===== config.mk =====
export PLATFORM = sky130hd
export DESIGN_NAME = uart_rx_fifo
export DESIGN_NICKNAME = d
export VERILOG_FILES = /design/src/rtl/uart_pkg.sv /design/src/rtl/sync_fifo.sv /design/src/rtl/uart_rx_fifo.sv
export SDC_FILE = /design/constraint.sdc
export NUM_CORES = 1
export LEC_CHECK = 0
export CAP_MARGIN = 20
export CORE_UTILIZATION = 55
export DETAILED_ROUTE_END_ITERATION = 10
export PLACE_DENSITY_LB_ADDON = 0.2
export SETUP_SLACK_MARGIN = 0.02
export SLEW_MARGIN = 20
export SYNTH_ARGS = -nofsm -noshare
export SYNTH_HDL_FRONTEND = slang
export SYNTH_SLANG_ARGS = --single-unit

===== constraint.sdc =====
create_clock -name clk -period 3.35 [get_ports clk]
set_input_delay 0.335 -clock clk [delete_from_list [all_inputs] [get_ports clk]]
set_output_delay 0.335 -clock clk [all_outputs]
set_load 0.01 [all_outputs]

===== src/rtl/uart_pkg.sv =====
// Shared UART definitions for the SoC receiver and transmitter.
package uart_pkg;

  localparam int UART_DATA_BITS = 8;

  typedef enum logic [2:0] {
    IDLE,
    START,
    DATA,
    STOP,
    WAIT_IDLE
  } rx_state_e;

  function automatic int bit_cycles(input int clk_freq, input int baud);
    return clk_freq / baud;
  endfunction

endpackage


===== src/rtl/sync_fifo.sv =====
// Single-clock FIFO with a combinational head output and a registered occupancy count.
module sync_fifo #(
  parameter int WIDTH = 8,
  parameter int DEPTH = 16
) (
  input  logic                     clk,
  input  logic                     rst,
  input  logic                     push,
  input  logic [WIDTH-1:0]         wr_data,
  input  logic                     pop,
  output logic                     full,
  output logic                     empty,
  output logic [$clog2(DEPTH):0]   count,
  output logic [WIDTH-1:0]         head
);

  localparam int AW = $clog2(DEPTH);

  logic [WIDTH-1:0] mem [DEPTH];
  logic [AW-1:0]    wr_ptr;
  logic [AW-1:0]    rd_ptr;
  logic             do_push;
  logic             do_pop;

  assign empty   = (count == '0);
  assign full    = (count == (AW+1)'(DEPTH));
  // A full FIFO still accepts a push when a pop frees a slot in the same cycle.
  assign do_pop  = pop && !empty;
  assign do_push = push && (!full || do_pop);
  assign head    = empty ? '0 : mem[rd_ptr];

  always_ff @(posedge clk or posedge rst) begin
    if (rst) begin
      wr_ptr <= '0;
      rd_ptr <= '0;
      count  <= '0;
    end else begin
      if (do_push) wr_ptr <= wr_ptr + AW'(1);
      if (do_pop)  rd_ptr <= rd_ptr + AW'(1);
      if (do_push && !do_pop)      count <= count + (AW+1)'(1);
      else if (do_pop && !do_push) count <= count - (AW+1)'(1);
    end
  end

  always_ff @(posedge clk) begin
    if (do_push) mem[wr_ptr] <= wr_data;
  end

endmodule


===== src/rtl/uart_rx_fifo.sv =====
// 8N1 UART receiver with mid-bit sampling, a receive FIFO and sticky error flags.
module uart_rx_fifo
  import uart_pkg::*;
#(
  parameter int CLK_FREQ   = 100_000_000,
  parameter int BAUD       = 115200,
  parameter int FIFO_DEPTH = 16
) (
  input  logic                          clk,
  input  logic                          rst,
  input  logic                          rx_i,
  output logic                          rd_valid,
  output logic [7:0]                    rd_data,
  input  logic                          rd_ready,
  output logic [$clog2(FIFO_DEPTH):0]   fifo_count,
  output logic                          frame_err,
  output logic                          overrun,
  input  logic                          err_clear
);

  localparam int BIT_CYCLES = bit_cycles(CLK_FREQ, BAUD);
  localparam int HALF       = BIT_CYCLES / 2;
  localparam int TW         = $clog2(BIT_CYCLES + 1);
  localparam int IW         = $clog2(UART_DATA_BITS);
  localparam logic [TW-1:0] HALF_M1 = TW'(HALF - 1);
  localparam logic [TW-1:0] BIT_M1  = TW'(BIT_CYCLES - 1);
  localparam logic [IW-1:0] LAST_IDX = IW'(UART_DATA_BITS - 1);

  logic                      sync1;
  logic                      rxs;
  rx_state_e                 state, state_n;
  logic [TW-1:0]             timer, timer_n;
  logic [IW-1:0]             bit_idx, idx_n;
  logic [UART_DATA_BITS-1:0] shreg;
  logic                      sample_bit;
  logic                      push;
  logic                      frame_evt;
  logic                      ovr_evt;
  logic                      fifo_full;
  logic                      fifo_empty;

  always_ff @(posedge clk or posedge rst) begin
    if (rst) begin
      sync1 <= 1'b1;
      rxs   <= 1'b1;
    end else begin
      sync1 <= rx_i;
      rxs   <= sync1;
    end
  end

  always_ff @(posedge clk or posedge rst) begin
    if (rst) begin
      state   <= IDLE;
      timer   <= '0;
      bit_idx <= '0;
    end else begin
      state   <= state_n;
      timer   <= timer_n;
      bit_idx <= idx_n;
    end
  end

  always_comb begin
    state_n    = state;
    timer_n    = (timer != '0) ? timer - TW'(1) : timer;
    idx_n      = bit_idx;
    sample_bit = 1'b0;
    push       = 1'b0;
    frame_evt  = 1'b0;
    case (state)
      IDLE: begin
        if (!rxs) begin
          timer_n = HALF_M1;
          state_n = START;
        end
      end
      START: begin
        if (timer == '0) begin
          if (rxs) begin
            state_n = IDLE;
          end else begin
            timer_n = BIT_M1;
            idx_n   = '0;
            state_n = DATA;
          end
        end
      end
      DATA: begin
        if (timer == '0) begin
          sample_bit = 1'b1;
          timer_n    = BIT_M1;
          if (bit_idx == LAST_IDX) state_n = STOP;
          else                     idx_n   = bit_idx + IW'(1);
        end
      end
      STOP: begin
        if (timer == '0) begin
          if (rxs) begin
            push    = 1'b1;
            state_n = IDLE;
          end else begin
            frame_evt = 1'b1;
            state_n   = WAIT_IDLE;
          end
        end
      end
      WAIT_IDLE: begin
        if (rxs) state_n = IDLE;
      end
      default: state_n = IDLE;
    endcase
  end

  // Data bits are only meaningful once a full frame is pushed, so no reset here.
  always_ff @(posedge clk) begin
    if (sample_bit) shreg[bit_idx] <= rxs;
  end

  // A full FIFO drops the byte only when the reader is not popping that cycle.
  assign ovr_evt = push && fifo_full && !rd_ready;

  always_ff @(posedge clk or posedge rst) begin
    if (rst) begin
      frame_err <= 1'b0;
      overrun   <= 1'b0;
    end else begin
      if (frame_evt)      frame_err <= 1'b1;
      else if (err_clear) frame_err <= 1'b0;
      if (ovr_evt)        overrun   <= 1'b1;
      else if (err_clear) overrun   <= 1'b0;
    end
  end

  sync_fifo #(
    .WIDTH (UART_DATA_BITS),
    .DEPTH (FIFO_DEPTH)
  ) u_fifo (
    .clk     (clk),
    .rst     (rst),
    .push    (push),
    .wr_data (shreg),
    .pop     (rd_ready),
    .full    (fifo_full),
    .empty   (fifo_empty),
    .count   (fifo_count),
    .head    (rd_data)
  );

  assign rd_valid = !fifo_empty;

endmodule


==> impl_metrics.toml <==
[place]
portBuffers = 20
gp_routability_congestion = 0.879
dp_hpwl_um = 8960
dpl.cell_count = 616

[synth]
ys_async_sr_fraction_pct = 19.5
synth_flop_cell = "edfxtp_1"
synth_edf_count = 136
synth_cell_type_count = 56
synth_top_family_by_area = "multiplexers"
synth_nets = 455
yosysSeqAreaShare_pct = 68.2
syn_area_mm2 = 0.00721
synth_compound_area_share_pct = 4.29
synth_xor_area_share_pct = 1.70
synthMuxAreaShare_pct = 13.3
synthSimpleGateAreaFrac_pct = 7.67
synth_adder_area_share_pct = 2.71
avgSynthCellArea_um2 = 16.6
syn_inst = 435
ys_ff_latch = 169
synth_warnings = 0

[detailed_routing]
drc = 0
via_per_inst = 5.98
ant_nets = 0
drt-initial-drc-count = 276
num_vias = 3877
routedWlPerCell_um = 21.0
drtPass1Iterations = 4
wl_um = 13600

[pwr]
p_sw_share_pct = 19.7
clkPwrFrac_pct = 42.9
p_leak_nw = 2.76
p_int_mw = 3.19
p_seq_share_pct = 56.6
p_per_area_mw_per_mm2 = 488
peakVddDrop_uv = 244
combPwrFrac_pct = 0.6
p_sw_mw = 0.782

[setup_path]
cp_max_fo = 8
rr_worst_depth = 10
cp-start-kind = "register"
ff2ff_setup_slack_ns = 0.27
crit_family = "simple AND/OR/NAND/NOR gates"
worstSetupPathType = "reg -> out"
max_stage_delay_ns = 0.59
crit_chain = "or4_1 > or2_2 > nand2b_1 > o22ai_1 > clkdlybuf4s50_1"
cp-end-kind = "primary output"
reg2reg_to = "u_fifo.count[4]$_DFFE_PP0P_"
arrival_ns = 2.75
crit_path_top_delay_cell = "or4_1"
path_buf_inv = 1
r2r_start = "timer[5]$_DFF_PP0_"
path_depth = 5
worstPathRequired_ns = 3.01

[clock_tree]
cts-root-buf = "clkbuf_16"
cts_tree = "yes"
clk_pin_slew_ns = 0.06
holdBufCountCts = 0
clk_latency_ns = 0.42
htreeDepth = 4
clock_sinks = 169
clock_path_buffers = 2
post_cts_buffers = 0
cts_made_buffers = 17
cts_resized = 0

[sta]
drv_slew = 0
max_freq_mhz = 324
fin_tns_setup_ns = 0
finalSetupViolations = 0
period_needed_ns = 3.09
fin_skew_ns = 0.00946
period_share_pct = 92.2
slew_headroom_pct = 40.1
hold_viol_final = 0
rsz0062_at_grt = "no"
worst_pin_slew_ns = 0.892

[hold_path]
min_path_type = "in -> async"

[global_route]
grt_antenna_before_repair = 0
grtUsageTotal_pct = 22.5
grt_max_degree = 34
grt_pass1_vias = 3922
grt_pass1_wl_um = 21600
grt-ovfl-total = 0

[floorplan]
start_util_pct = 56.6
core_mm2 = 0.0127
rows = 41
die_h_um = 116
io_pins = 21
die-area_mm2 = 0.0136
die_w_um = 116

[status]
status = "completed"

[final_layout]
area_growth_pct = 12.9
num-nets-final = 483
layout_commonest_cell = "edfxtp_1"
final_cell_mix = "edfxtp_1 (136), mux4_2 (32), dfrtp_1 (30)"
diodes = 0
drive_gt1_share_pct = 18.7
fillers = 956
finalNonFillerCells = 648

[flow_run]
drv_cap = 0
## synth_stat cells, types with 2 or more instances
master    instances  share of area, %
a211oi_1          3              0.31
a21o_1            2              0.21
a21oi_1           6              0.42
a22oi_1           2              0.21
a31oi_1           4              0.35
and3_1           17               1.5
buf_1             2              0.10
buf_2             3              0.21
buf_6             2              0.31
clkbuf_1         15              0.78
dfrtp_1          31                11
dfstp_2           2              0.73
edfxtp_1        136                57
ha_1             14               2.4
inv_1            12              0.63
mux2_2            4              0.63
mux2i_1          19               2.6
mux4_2           32                10
nand2_1          15              0.78
nand2b_1          5              0.43
nand3_1           7              0.49
nand3b_1          3              0.31
nor2_1           23               1.2
nor2b_1           3              0.26
nor3_1            5              0.35
nor4_1            6              0.52
o21ai_0           5              0.35
o22ai_1          11              0.96
o31ai_1           4              0.42
or2_2             3              0.26
or3_2             2              0.21
xnor2_1           6              0.73
xor2_1            8              0.97
## worst max path at each step
stage / from / end / slack (ns)
after floorplan: timer[5]$_DFF_PP0_ / u_fifo.count[4]$_DFFE_PP0P_ / 0.07
after global placement: timer[5]$_DFF_PP0_ / u_fifo.count[4]$_DFFE_PP0P_ / 0.26
after detailed placement: timer[5]$_DFF_PP0_ / u_fifo.count[4]$_DFFE_PP0P_ / 0.24
after CTS: timer[5]$_DFF_PP0_ / u_fifo.count[4]$_DFFE_PP0P_ / 0.21
after global routing: timer[5]$_DFF_PP0_ / u_fifo.count[4]$_DFFE_PP0P_ / 0.02
final: u_fifo.count[1]$_DFFE_PP0P_ / rd_data[1] / 0.26
## layout make-up
cell class                 instances  area [µm²]  area share (%)
clock inverter                    13        81.3            1.00
multi-input combinational        230        2150            26.4
tap                              172         215            2.65
sequential                       169        4910            60.4
clock buffer                      19         433            5.32
inverter                          13        48.8           0.600
timing repair buffer              32         290            3.57
## state kept, by name, indices dropped and copies added, names as in the netlist
| name | count |
|---|---|
| sync1 | 1 |
| u_fifo.rd_ptr | 4 |
| bit_idx | 3 |
| rxs | 1 |
| shreg | 8 |
| frame_err | 1 |
| timer | 10 |
| overrun | 1 |
| u_fifo.count | 5 |
| u_fifo.wr_ptr | 4 |
| state | 3 |
| u_fifo.mem | 128 |
## worst reg2reg max path, cell delays in order, from the launching register on
cell and delay (ns):
dfrtp_1 0.42, or4_4 0.63, nor4_4 0.29, and4bb_2 0.28
ha_1 0.16, inv_1 0.11, fa_1 0.42, a21o_1 0.17
a21oi_1 0.16, mux2i_1 0.23, xnor2_1 0.13
## metrics by stage
| stage | utilization (%) | hold slack, ns | worst slack, ns | area, µm² | power [mW] |
|---|---|---|---|---|---|
| after CTS | 63.8 | 0.301 | 0.206 | 8120 | 4.01 |
| after global placement | 59.8 | 0.351 | 0.260 | 7600 | 2.31 |
| final | 63.9 | 0.315 | 0.261 | 8130 | 3.97 |
| after floorplan | - | 0.339 | 0.0714 | 7210 | 2.30 |
| after global routing | 63.9 | 0.305 | 0.0235 | 8130 | 4.08 |
| after detailed placement | 59.8 | 0.353 | 0.244 | 7600 | 2.31 |
## power by group through the flow
stage               combinational [mW]  sequential, mW  clock, mW
finish                          0.0222            2.25       1.70
global route                    0.0253            2.24       1.81
CTS                             0.0229            2.25       1.74
detailed placement              0.0229            2.29          0
global placement                0.0224            2.29          0
floorplan                       0.0102            2.29          0
## cells by family after synthesis
group | Yosys count
flops | 169
simple gates | 100
mux | 55
compound gates | 46
buf+inv | 36
fa+ha+maj | 15
xor+xnor | 14
## metal layers
layer / share of wire [%] / vias to the layer above / GRT usage [%]
li1: - / 1774 / -
met1: 45 / 2000 / 30.4
met2: 50 / 86 / 36.4
met3: 3.5 / 17 / 4.88
met4: 1.6 / 0 / 8.21
met5: 0 / - / 0
Note: power is estimated with default switching activity, not from simulation.
